===== config.mk =====
export PLATFORM = sky130hd
export DESIGN_NAME = expr_recognizer
export DESIGN_NICKNAME = d
export VERILOG_FILES = /design/src/rtl/expr_recognizer.sv
export SDC_FILE = /design/constraint.sdc
export NUM_CORES = 1
export LEC_CHECK = 0
export ABC_AREA = 0
export CAP_MARGIN = 20
export CORE_MARGIN = 10
export CORE_UTILIZATION = 49
export CTS_CLUSTER_DIAMETER = 150
export CTS_CLUSTER_SIZE = 10
export DETAILED_ROUTE_END_ITERATION = 10
export PLACE_DENSITY = 0.83
export SLEW_MARGIN = 20
export SYNTH_ARGS = -nofsm -noshare
export SYNTH_HDL_FRONTEND = slang
export SYNTH_SLANG_ARGS = --single-unit

===== constraint.sdc =====
create_clock -name clk -period 2.15 [get_ports clk]
set_input_delay 0.215 -clock clk [delete_from_list [all_inputs] [get_ports clk]]
set_output_delay 0.215 -clock clk [all_outputs]
set_load 0.02 [all_outputs]

===== src/rtl/expr_recognizer.sv =====
// Streaming recognizer for ASCII arithmetic expressions: multi-digit operands,
// + - * / operators and bounded parenthesis nesting, one byte per qualified edge.
module expr_recognizer #(
  parameter int DIGIT_MAX = 4,
  parameter int MAX_DEPTH = 3,
  parameter int CNT_W     = 8,
  localparam int DW       = ($clog2(MAX_DEPTH + 1) > 1) ? $clog2(MAX_DEPTH + 1) : 1
) (
  input  logic             clk,
  input  logic             clr,
  input  logic [7:0]       in,
  input  logic             in_valid,
  output logic             out,
  output logic             err,
  output logic [DW-1:0]    depth,
  output logic [CNT_W-1:0] num_cnt
);

  typedef enum logic [3:0] {
    S_START = 4'b0001,
    S_NUM   = 4'b0010,
    S_CLOSE = 4'b0100,
    S_ERR   = 4'b1000
  } state_t;

  state_t           state_reg, state_next;
  logic [3:0]       dcnt_reg, dcnt_next;
  logic [DW-1:0]    depth_reg, depth_next;
  logic [CNT_W-1:0] cnt_reg, cnt_next;

  logic is_digit, is_op, is_lpar, is_rpar;
  logic can_open, can_close, digit_room;

  assign is_digit = (in >= 8'd48) && (in <= 8'd57);
  assign is_op    = (in == 8'd43) || (in == 8'd45) || (in == 8'd42) || (in == 8'd47);
  assign is_lpar  = (in == 8'd40);
  assign is_rpar  = (in == 8'd41);

  // With MAX_DEPTH=0 can_open is constant 0, so '(' always errors.
  assign can_open   = (MAX_DEPTH > 0) && (int'(depth_reg) < MAX_DEPTH);
  assign can_close  = (depth_reg != '0);
  assign digit_room = (int'(dcnt_reg) < DIGIT_MAX);

  always_comb begin
    state_next = state_reg;
    dcnt_next  = dcnt_reg;
    depth_next = depth_reg;
    cnt_next   = cnt_reg;
    case (state_reg)
      S_START: begin
        if (in_valid) begin
          if (is_digit) begin
            state_next = S_NUM;
            dcnt_next  = 4'd1;
            if (cnt_reg != {CNT_W{1'b1}}) cnt_next = cnt_reg + CNT_W'(1);
          end else if (is_lpar && can_open) begin
            depth_next = depth_reg + DW'(1);
          end else begin
            state_next = S_ERR;
          end
        end
      end
      S_NUM: begin
        if (in_valid) begin
          if (is_digit && digit_room) begin
            dcnt_next = dcnt_reg + 4'd1;
          end else if (is_op) begin
            state_next = S_START;
            dcnt_next  = 4'd0;
          end else if (is_rpar && can_close) begin
            state_next = S_CLOSE;
            dcnt_next  = 4'd0;
            depth_next = depth_reg - DW'(1);
          end else begin
            state_next = S_ERR;
          end
        end
      end
      S_CLOSE: begin
        if (in_valid) begin
          if (is_op) begin
            state_next = S_START;
          end else if (is_rpar && can_close) begin
            depth_next = depth_reg - DW'(1);
          end else begin
            state_next = S_ERR;
          end
        end
      end
      S_ERR: state_next = S_ERR;
      // Corrupted encodings recover even when no byte is presented.
      default: state_next = S_START;
    endcase
  end

  always_ff @(posedge clk or posedge clr) begin
    if (clr) begin
      state_reg <= S_START;
      dcnt_reg  <= 4'd0;
      depth_reg <= '0;
      cnt_reg   <= '0;
    end else begin
      state_reg <= state_next;
      dcnt_reg  <= dcnt_next;
      depth_reg <= depth_next;
      cnt_reg   <= cnt_next;
    end
  end

  assign out     = ((state_reg == S_NUM) || (state_reg == S_CLOSE)) && (depth_reg == '0);
  assign err     = (state_reg == S_ERR);
  assign depth   = depth_reg;
  assign num_cnt = cnt_reg;

endmodule


==> impl_metrics.toml, run 1 <==
[yosys]
synth_edf_count = 0
ys_seq_area_share_pct = 43.4
synth_top_family_by_area = "simple AND/OR/NAND/NOR gates"
synth_nets = 116
synth-compound-area-share_pct = 12.5
yosysWarnings = 0
ys.flop_type = "dfrtp_1"
avgSynthCellArea_um2 = 10.1
netlist_area_um2 = 1040
synthSimpleGateAreaFrac_pct = 27.9
async_flop_share_pct = 100
ys_ff_latch = 18
synth.mux.area_fraction_pct = 3.00
synth.distinct_cells = 36
synth-xor-area-share_pct = 8.29
syn_inst = 103
synthAdderAreaFrac_pct = 2.40

[drt]
via_per_inst = 5.62
route.vias.total = 911
drt_first_pass_iters = 4
drtIter0Drc = 28
wirelength_mm = 2.44
routedWlPerCell_um = 15.1
antenna_left = 0
post-route-drc-count = 0

[place]
dpl.hpwl_mm = 1.99
placed_area_um2 = 1340
place.gp.congestion = 0.899
numPortBuffers = 22
placed_cells = 158
dp_slack_ns = -0.0419

[finish]
largest_reg_flops = 8
nNetsFinal = 149
antenna_cells = 0
fin_cells = 162
layout_common_cells = "clkdlybuf4s50_1 (20), dfrtp_1 (17), nand2_1 (8), buf_4 (8), o21ai_0 (7)"
final_cell_area_um2 = 1370
seq_area_um2 = 452
final_common_cell = "clkdlybuf4s50_1"
drive_above_1_share_pct = 14.1
multi_input_comb_area_um2 = 569
fillerInstances = 144
syn2layout_area_growth_pct = 32.0

[job]
maxCapViolations = 0

[clock_network]
cts_tree = "done"
clock_sinks = 18
htreeDepth = 1
clockBufferDepth = 2
clk_pin_slew_worst_paths_ns = 0.10
cts-buffers-inserted = 3
cts_root_buf = "clkbuf_4"
hold_buffers = 0
worstSkewPairLatency_ns = 0.30
cts_setup_buffers = 0

[global_routing]
grt_pass1_wl_mm = 4.12
grt_pass1_vias = 933
grt_max_degree = 19
gr-total-overflow = 0
track_usage_pct = 11.8
antenna_found_initial = 0

[timing]
slew_headroom_pct = 56.0
period_share_pct = 93.6
timing.fmax_mhz = 497
finalWorstSetupSlack_ns = 0.137
rsz0062_at_grt = "no"
fin_skew_ns = 0.00234
finalSetupViolations = 0
hold_viol = 0
tightest_slew_ns = 0.659
finalSetupTns_ns = 0
finalHoldWorstSlack_ns = 0.296
slew_violations = 0
timing.final.crit_period_ns = 2.01

[power]
peakVddDrop_uv = 622
p_leak_nw = 0.609
p_per_area_nw_per_um2 = 692

[floorplan]
die_h_um = 66.1
fp-row-count = 16
io_pins = 23
coreArea_um2 = 1980
dieWidth_um = 66.1
dieArea_um2 = 4370
start_util_pct = 52.5

[setup_path]
end_kind = "output port"
critPathMaxFanout = 7
r2r_slack_ns = 0.19
cp.required_ns = 1.93
cp_data_arrival_time_ns = 1.80
start_kind = "flip-flop"
crit_type = "flip-flop to output port"

[worst_hold_path]
hold_class = "input port to asynchronous set/reset pin"

[status]
status = "completed"
[metrics by stage]
step	util [%]	power, mW
2_1_floorplan	-	0.640
3_3_place_gp	67.6	0.763
3_5_place_dp	67.6	0.781
4_1_cts	69.2	0.961
5_1_grt	69.3	1.01
6_report	69.3	0.950
[cell families (layout without fill, tap and decap cells)]
family | Yosys count | count (layout)
AO/OA/AOI/OAI | 21 | 21
XOR/XNOR | 9 | 9
buffers and inverters | 5 | 37
flip-flops | 18 | 18
adder cells (fa/ha/maj) | 2 | 2
AND/OR/NAND/NOR | 45 | 45
multiplexers | 3 | 3
[synth_stat cells (2+ instances only)]
| cell type | number | area, um^2 |
|---|---|---|
| nand2_1 | 8 | 30.0 |
| and4_1 | 3 | 26.3 |
| a21oi_1 | 5 | 25.0 |
| mux2i_1 | 2 | 20.0 |
| inv_1 | 3 | 11.3 |
| xor2_1 | 3 | 26.3 |
| nor3b_1 | 2 | 15.0 |
| nor2_1 | 5 | 18.8 |
| nand3b_1 | 2 | 15.0 |
| and2_1 | 4 | 25.0 |
| nor4_1 | 2 | 12.5 |
| a22o_1 | 3 | 26.3 |
| nor4b_1 | 2 | 17.5 |
| ha_1 | 2 | 25.0 |
| o21ai_0 | 7 | 35.0 |
| xnor2_1 | 5 | 43.8 |
| o22ai_1 | 2 | 12.5 |
| nand4_1 | 3 | 18.8 |
| dfrtp_1 | 17 | 425 |
| and3_1 | 3 | 18.8 |
| nor3_1 | 2 | 10.0 |
| nand3_1 | 4 | 20.0 |
[path summary, 6_finish.rpt]
check	startpoint	to	cells after the start
max	state_reg[2]	out	4
min in group clk	num_cnt[5]	num_cnt[5]	1
max reg2reg	state_reg[0]	num_cnt[1]	4
min	clr	state_reg[3]	2
max in group asynchronous	clr	dcnt_reg[2]	2
min reg2reg	num_cnt[5]	num_cnt[5]	1
[final cells by class]
class / count / area share, %
repair buffers: 30 / 20.5
flip-flops and latches: 18 / 32.9
well taps: 27 / 2.46
multi-input cells: 80 / 41.4
inverters: 3 / 0.820
clock buffers: 4 / 1.91
[worst max-delay path, stage by stage, from the launching register on]
cell,delay (ns)
dfrtp_1,0.50
xor2_1,0.22
and2_1,0.23
nor3b_1,0.18
dlygate4sd2_1,0.36
[where the power goes]
part | leakage (nW) | switching [mW] | internal [mW]
clock | 0.0150 | 0.104 | 0.0725
combinational | 0.350 | 0.170 | 0.165
sequential | 0.244 | 0.0510 | 0.388
total | 0.609 | 0.325 | 0.626
[metal layers]
metal | vias up | track usage (%) | routed length, um
met2 | 18 | 19.3 | 1250
met1 | 435 | 13.0 | 999
met4 | 0 | 4.19 | 35
met3 | 5 | 5.93 | 161
met5 | - | 0 | 0
li1 | 453 | - | -
[what timing repair did]
action                     4_1_cts  5_1_grt
setup endpoints to repair        2        1
pin swaps                        0        0
resized for setup                2        1
No activity file was read; power rests on OpenSTA's default activity.
==> run 2, diff against run 1 <==
--- a/config.mk
+++ b/config.mk
@@ -8,11 +8,11 @@
 export ABC_AREA = 0
 export CAP_MARGIN = 20
 export CORE_MARGIN = 10
-export CORE_UTILIZATION = 49
+export CORE_UTILIZATION = 45
 export CTS_CLUSTER_DIAMETER = 150
 export CTS_CLUSTER_SIZE = 10
 export DETAILED_ROUTE_END_ITERATION = 10
-export PLACE_DENSITY = 0.83
+export PLACE_DENSITY = 0.77
 export SLEW_MARGIN = 20
 export SYNTH_ARGS = -nofsm -noshare
 export SYNTH_HDL_FRONTEND = slang
==> run 2 against run 1 <==
Effect of this change: core utilization fell by 6.7 points; final area rose by 0.82%; critical path depth fell by 2; setup slack got worse by 0.024 ns; maximum frequency fell by 1.2%; clock power rose by 20%; die area rose by 6.2%; sequential cell count did not move; clock skew rose by 0.0023 ns.
==> impl_metrics.toml, run 2 (synthesis gave the netlist of run 1 again) <==
[timing]
slew_violations = 0
finalWorstSetupSlack_ns = 0.113
fin_skew_ns = 0.00461
timing.fmax_mhz = 491
finalSetupViolations = 0
finalHoldWorstSlack_ns = 0.311
period_share_pct = 94.7
hold_viol = 0
tightest_slew_ns = 0.677
timing.final.crit_period_ns = 2.04
finalSetupTns_ns = 0
slew_headroom_pct = 54.8
rsz0062_at_grt = "no"

[place]
dpl.hpwl_mm = 1.89
dp_slack_ns = 0.0727
place.gp.congestion = 0.867
numPortBuffers = 22

[power]
peakVddDrop_uv = 552
p_leak_nw = 0.598
p_per_area_nw_per_um2 = 712
power_mw = 0.987

[clock_network]
clock_sinks = 18
worstSkewPairLatency_ns = 0.29
cts-buffers-inserted = 3
cts_setup_buffers = 0
clockBufferDepth = 2
htreeDepth = 1
cts_root_buf = "clkbuf_4"
cts_tree = "done"
clk_pin_slew_worst_paths_ns = 0.11

[global_routing]
grt_max_degree = 19
grt_pass1_wl_mm = 4.10
gr-total-overflow = 0
grt_pass1_vias = 948
antenna_found_initial = 0
track_usage_pct = 11.2

[job]
maxCapViolations = 0

[setup_path]
path_cells = "nor4b_2, clkdlybuf4s50_1"
slowest_delay_ns = 0.68
startpoint = "state_reg[2]"
crit_buf_inv = 1
cp_top_family = "buffers and inverters"
worst_r2r_endpoint = "num_cnt[1]"
cp_data_arrival_time_ns = 1.82
r2r_slack_ns = 0.20
crit_type = "flip-flop to output port"
end_kind = "output port"
start_kind = "flip-flop"
critPathMaxFanout = 7
reg2reg_from = "state_reg[0]"
cp.required_ns = 1.93
slowest_stage = "clkdlybuf4s50_1"
worst_r2r_path_depth = 4

[floorplan]
io_pins = 23
die_h_um = 68.1
dieWidth_um = 68.1
coreArea_um2 = 2210
start_util_pct = 47.1
fp-row-count = 17
dieArea_um2 = 4640

[drt]
routedWlPerCell_um = 14.7
post-route-drc-count = 0
wirelength_mm = 2.40
antenna_left = 0
via_per_inst = 5.55
drtIter0Drc = 16
route.vias.total = 905
drt_first_pass_iters = 4

[finish]
largest_reg_flops = 8
syn2layout_area_growth_pct = 33.1
final_common_cell = "clkdlybuf4s50_1"
drive_above_1_share_pct = 16.3
finalCoreUtilization_pct = 62.6
layout_common_cells = "clkdlybuf4s50_1 (21), dfrtp_1 (15), nand2_1 (8), buf_4 (8), o21ai_0 (7)"
nNetsFinal = 149
antenna_cells = 0

[status]
status = "completed"

[worst_hold_path]
hold_class = "input port to asynchronous set/reset pin"
run 2: timing repair:
| action | 4_1_cts | 5_1_grt |
|---|---|---|
| pin swaps | 0 | 0 |
| resized for setup | 2 | 2 |
| hold buffers | 0 | 0 |
| endpoints found under the setup margin | 2 | 1 |
run 2: worst max-delay path by stage:
stage / slack [ns] / end / depth (start not counted)
2_1_floorplan: 0.32 / num_cnt[1] / 4
3_3_place_gp: 0.10 / num_cnt[1] / 6
3_5_place_dp: 0.07 / num_cnt[1] / 6
4_1_cts: 0.08 / err / 2
5_1_grt: 0.03 / out / 4
6_report: 0.11 / err / 2
run 2: per-stage QoR:
stage | instances | area (um^2)
after floorplan | 103 | 1040
after global placement | 159 | 1340
after detailed placement | 159 | 1340
after CTS | 163 | 1380
after global routing | 163 | 1390
final | 163 | 1390
run 2: cell type report:
class                           instances  area (um^2)
Tap cell                               28         35.0
Clock buffer                            4         36.3
Sequential cell                        18          454
Timing Repair Buffer                   30          279
Inverter                                3         11.3
Fill cell                             197          827
Multi-Input combinational cell         80          569
run 2: metal layers:
metal / track usage (%) / up-vias / routed length (um)
met5: 0 / - / 0
met1: 12.2 / 426 / 1050
met3: 5.06 / 2 / 206
li1: - / 451 / -
met4: 3.02 / 0 / 16
met2: 19.3 / 26 / 1120
run 2: worst register-to-register path: stages, from the launching register on:
cell     delay (ns)
dfstp_2        0.59
inv_1          0.07
or4_4          0.47
nor3_4         0.35
mux2_2         0.37
run 2: report_power, final:
group          internal (mW)  switching [mW]  leakage (nW)  total (mW)
Sequential             0.388          0.0507         0.240       0.439
Clock                  0.103           0.107        0.0210       0.211
Combinational          0.168           0.169         0.337       0.337
